**src/rtl/hazard_scoreboard_unit.sv**
```systemverilog
// Load-use hazard detector with a LOAD_LAT-deep shift-register scoreboard of in-flight loads.
// Optional macro HAZARD_STATS_EN adds saturating stall/flush counters with a synchronous clear.
module hazard_scoreboard_unit #(
  parameter int REG_AW   = 5,
  parameter int OP_W     = 6,
  parameter int LOAD_LAT = 2
) (
  input  logic              clk_i,
  input  logic              rst_i,
  input  logic              MemRead_idex,
  input  logic [REG_AW-1:0] rt_idex,
  input  logic [OP_W-1:0]   op,
  input  logic [REG_AW-1:0] rs,
  input  logic [REG_AW-1:0] rt,
  input  logic              branch,
  output logic              PCWrite,
  output logic              write_ifid,
  output logic              flush_ifid,
  output logic              flush_idex,
  output logic              flush_exmem
`ifdef HAZARD_STATS_EN
  ,
  input  logic              stats_clr_i,
  output logic [15:0]       stall_cnt_o,
  output logic [15:0]       flush_cnt_o
`endif
);

  localparam logic [OP_W-1:0] OP_RTYPE = OP_W'(6'b000000);
  localparam logic [OP_W-1:0] OP_BEQ   = OP_W'(6'b000100);
  localparam logic [OP_W-1:0] OP_BNE   = OP_W'(6'b000101);
  localparam logic [OP_W-1:0] OP_SW    = OP_W'(6'b101011);

  // reg_* index k holds scoreboard slot k+1; sized to at least 1 so LOAD_LAT=1 stays legal.
  localparam int NREG = (LOAD_LAT > 1) ? LOAD_LAT - 1 : 1;

  logic                       slot0_valid;
  logic [REG_AW-1:0]          slot0_dest;
  logic [NREG-1:0]            reg_valid;
  logic [NREG-1:0][REG_AW-1:0] reg_dest;
  logic                       rs_src;
  logic                       rt_src;
  logic                       hazard;
  logic [4:0]                 ctrl;

  assign slot0_valid = MemRead_idex && (rt_idex != '0);
  assign slot0_dest  = rt_idex;

  assign rs_src = (rs != '0);
  assign rt_src = (rt != '0) &&
                  ((op == OP_RTYPE) || (op == OP_BEQ) || (op == OP_BNE) || (op == OP_SW));

  generate
    if (LOAD_LAT > 1) begin : g_slots
      // Shifts even while stalling: loads in EX and beyond always advance down the pipe.
      always_ff @(posedge clk_i) begin
        // NOTE: non-blocking assignments so every slot samples its neighbour's pre-edge value.
        if (!rst_i) begin
          // NOTE: scoreboard slots are few flops, so all are reset to avoid X in the hazard compare.
          reg_valid <= '0;
          reg_dest  <= '0;
        end else begin
          reg_valid[0] <= slot0_valid && !branch;
          reg_dest[0]  <= slot0_dest;
          for (int k = 1; k < NREG; k++) begin
            reg_valid[k] <= reg_valid[k-1];
            reg_dest[k]  <= reg_dest[k-1];
          end
        end
      end
    end else begin : g_no_slots
      assign reg_valid = '0;
      assign reg_dest  = '0;
    end
  endgenerate

  always_comb begin
    // NOTE: default assigned first so no path through the loop can infer a latch.
    hazard = slot0_valid &&
             ((rs_src && (slot0_dest == rs)) || (rt_src && (slot0_dest == rt)));
    for (int k = 0; k < NREG; k++) begin
      if (reg_valid[k] &&
          ((rs_src && (reg_dest[k] == rs)) || (rt_src && (reg_dest[k] == rt))))
        hazard = 1'b1;
    end
  end

  // {PCWrite, write_ifid, flush_ifid, flush_idex, flush_exmem}; branch wins over hazard.
  always_comb begin
    ctrl = 5'b11000;
    if (rst_i) begin
      if (branch)      ctrl = 5'b11111;
      else if (hazard) ctrl = 5'b00010;
    end
  end

  assign {PCWrite, write_ifid, flush_ifid, flush_idex, flush_exmem} = ctrl;

`ifdef HAZARD_STATS_EN
  always_ff @(posedge clk_i) begin
    if (!rst_i || stats_clr_i) begin
      stall_cnt_o <= '0;
      flush_cnt_o <= '0;
    end else begin
      if (!branch && hazard && (stall_cnt_o != 16'hFFFF)) stall_cnt_o <= stall_cnt_o + 16'd1;
      if (branch && (flush_cnt_o != 16'hFFFF))            flush_cnt_o <= flush_cnt_o + 16'd1;
    end
  end
`endif

endmodule

```
**config.mk**
```make
export PLATFORM = sky130hd
export DESIGN_NAME = hazard_scoreboard_unit
export DESIGN_NICKNAME = d
export VERILOG_FILES = /design/src/rtl/hazard_scoreboard_unit.sv
export SDC_FILE = /design/constraint.sdc
export NUM_CORES = 1
export LEC_CHECK = 0
export ABC_AREA = 1
export CORE_ASPECT_RATIO = 1.1
export CORE_MARGIN = 5
export CORE_UTILIZATION = 42
export CTS_BUF_LIST = sky130_fd_sc_hd__clkbuf_8
export CTS_CLUSTER_SIZE = 25
export DETAILED_ROUTE_END_ITERATION = 10
export GPL_TIMING_DRIVEN = 0
export PLACE_DENSITY = 0.81
export SETUP_SLACK_MARGIN = 0.2
export SYNTH_ARGS = -nofsm -noshare
export SYNTH_HDL_FRONTEND = slang
export SYNTH_SLANG_ARGS = --single-unit
```
**constraint.sdc**
```tcl
create_clock -name clk_i -period 1.8 [get_ports clk_i]
set_clock_uncertainty 0.15 [all_clocks]
set_input_delay 0.36 -clock clk_i [delete_from_list [all_inputs] [get_ports clk_i]]
set_output_delay 0.36 -clock clk_i [all_outputs]
set_load 0.005 [all_outputs]
```
==> impl_metrics.yaml <==
min_path:
  min_delay_path_depth: 3
  holdCritStartpoint: "rst_i"
  min_to: "reg_dest[4]"
  hp-class: "in2reg"
clock_tree:
  clock_tree.buffer_depth: 2
  number_of_h_tree_levels: 1
  tritoncts: "done"
  clock-sinks: 6
  path_clk_slew_ps: 30
  number_of_buffers_created_by_cts: 3
  cts.root.buffer_cell: "clkbuf_8"
logic_synthesis:
  post_synth_instance_area_um2: 662
  synth_mux_area_share_pct: 0
  synth_fa_ha_area_share_pct: 0
  compound_gate_fraction_of_synth_area_pct: 2.46
  synth_fp_nets: 146
  postSynthRegisterBits: 6
  synthXorXnorAreaFrac_pct: 14.6
  yosysSeqAreaShare_pct: 18.1
  synth_top_family_by_area: "simple AND/OR/NAND/NOR gates"
  yosysWarnings: 0
  synth_simple_gate_area_share_pct: 49.0
  synthesized_area_per_cell_um2: 5.47
  synthCells: 121
  synth.distinct_cells: 15
pwr:
  report.power.total_mw: 0.493
  power_density_nw_per_um2: 516
  ir_worst_vdd_v: 0.000399
  power.leakage_nw: 0.552
routing:
  antenna_violating_nets_post_route: 0
  detail_route.vias_per_cell: 4.53
  wl_per_cell_um: 10.2
  remaining_drc_errors: 0
  detail_route.first_pass.iterations: 4
  vias: 783
  drt-initial-drc-count: 11
  wirelength_mm: 1.76
floorplanning:
  placementRows: 15
  design.die.area_um2: 2470
  die_w_um: 47.9
  core_area_um2: 1540
  floorplan.initialDensity_pct: 43.0
  io-pin-count: 30
  die_height_um: 51.6
worst_setup_path:
  crit_path_cell_trace: "buf_4 > xnor2_1 > nand2_1 > nor2_1 > nand2_1 > nand2_1 > nand2_1 > nand2_2 > nand2_1 > buf_4 > buf_6"
  cp_common_cell: "nand2_1"
  critPathKind: "reg2out"
  crit_required_ps: 1290
  slowest_stage: "dfxtp_2"
  cp_num_buf_inv: 3
  timing.critical_path.max_delay_family: "simple AND/OR/NAND/NOR gates"
  timing.critical_path.slowest_cell_delay_ps: 320
  critical_path.startpoint_type: "flop"
  critical_path_arrival_ps: 1460
  crit_path_max_fanout: 3
  crit_path_end_kind: "primary output"
timing:
  final.period_utilization_pct: 110
  postLayoutSetupSlackWorst_ps: -174
  slew_viol_final: 0
  fmax_mhz: 507
  max-slew-margin-rel_pct: 88.8
  tightest_slew_ps: 169
  rsz_0062_raised_after_global_routing: "true"
  final-setup-viol-count: 3
  finalHoldViolCount: 0
  hold-worst-slack_ps: 237
  period_needed_ps: 1970
finish:
  insertedDiodeCount: 0
  post_route_cells_drive_above_1_share_pct: 35.3
  synthToLayoutAreaGrowth_pct: 44.2
  fin_nets: 183
  fillerInstances: 155
flow_run:
  maxCapViolCount: 0
global_routing:
  first_pass_grt_wire_length_mm: 2.81
  vias_in_the_first_global_route: 781
  gr-total-overflow: 0
  grt.total_usage_pct: 15.8
  grt_max_degree: 9
  grt_antenna_before_repair: 0
status:
  failed_checks: "setup timing"
  run_status: "complete, but fails checks"
place:
  routabilityCongestion: 0.793
  port_buffers: 28
  detailed_place_hpwl_mm: 1.50
## worst max-delay path by stage
| stage | startpoint | to | slack, ps | cells past startpoint |
|---|---|---|---|---|
| floorplan | op[2] | write_ifid | 160 | 11 |
| global placement | rt_idex[2] | write_ifid | -870 | 12 |
| detailed placement | rt_idex[0] | write_ifid | -900 | 12 |
| CTS | reg_dest[4] | write_ifid | -170 | 13 |
| global route | reg_dest[2] | write_ifid | -320 | 13 |
| finish | reg_dest[2] | write_ifid | -170 | 11 |
## layout by cell type (no fill, tap or decap), types with 2 or more instances in the layout
cell type / count
buf_6: 2
clkbuf_8: 3
buf_2: 21
inv_2: 9
dfxtp_2: 2
nand2_1: 47
buf_4: 7
xor2_1: 2
nor2_2: 4
nand2_2: 5
nor2_1: 15
dfxtp_1: 4
nand3_1: 2
inv_1: 13
xnor2_1: 9
nand4_1: 2
dlygate4sd2_1: 2
## synth_stat cells (all sizes together)
| library cell | instances | share of area (%) |
|---|---|---|
| xnor2 | 9 | 12 |
| xor2 | 2 | 2.6 |
| nand4 | 3 | 5.1 |
| nand3 | 2 | 1.5 |
| nor3 | 1 | 0.76 |
| dfxtp | 6 | 18 |
| inv | 22 | 12 |
| nor2 | 19 | 11 |
| buf | 3 | 3.4 |
| a21oi | 1 | 2.5 |
| nand2 | 52 | 29 |
| or2 | 1 | 0.95 |
## state kept, by name, summed over array words and instances, names as in the netlist
name       cells
reg_valid      1
reg_dest       5
## repair_timing
item | 4_1_cts | 5_1_grt
pin swaps | 24 | 1
endpoints found under the setup margin | 5 | 4
gates resized for setup | 109 | 3
cloned | 0 | 0
hold buffers | 0 | 0
setup buffers | 3 | 1
## power by group
group / switching (mW) / internal (mW) / leakage, nW
Clock: 0.0484 / 0.143 / 0.0216
Sequential: 0.00601 / 0.141 / 0.0504
Combinational: 0.0788 / 0.0756 / 0.480
Total: 0.133 / 0.360 / 0.552
## cells by family (layout without fill, tap and decap cells)
group,count (synthesis),in the layout
AO/OA/AOI/OAI,1,1
AND/OR/NAND/NOR,78,78
buffers and inverters,25,60
XOR/XNOR,11,11
flip-flops,6,6
## per-stage QoR
step	util (%)	TNS, ps	cells	setup slack [ps]	instance area (um2)
after CTS	61.2	-431	172	-166	942
final	62.0	-394	173	-174	955
after global routing	62.0	-834	173	-317	955
after detailed placement	62.6	-3120	166	-900	963
after global placement	62.6	-2980	166	-872	963
after floorplan	-	0	121	157	662
## layout make-up
cell class	instances	area [um2]	share of cell area [%]
multi-input cells	90	457	47.8
well taps	17	21.3	2.23
repair buffers	32	208	21.8
clock buffers	3	41.3	4.33
plain buffers	3	22.5	2.36
flip-flops and latches	6	123	12.8
inverters	22	82.6	8.65
## layer usage
metal,global-route usage [%],routed length (um),vias up
met5,0,0,-
met4,8.97,39,0
met3,3.46,107,4
met2,28.6,962,18
met1,15.3,648,338
li1,-,-,423
Power figures use the tool's default switching activity.
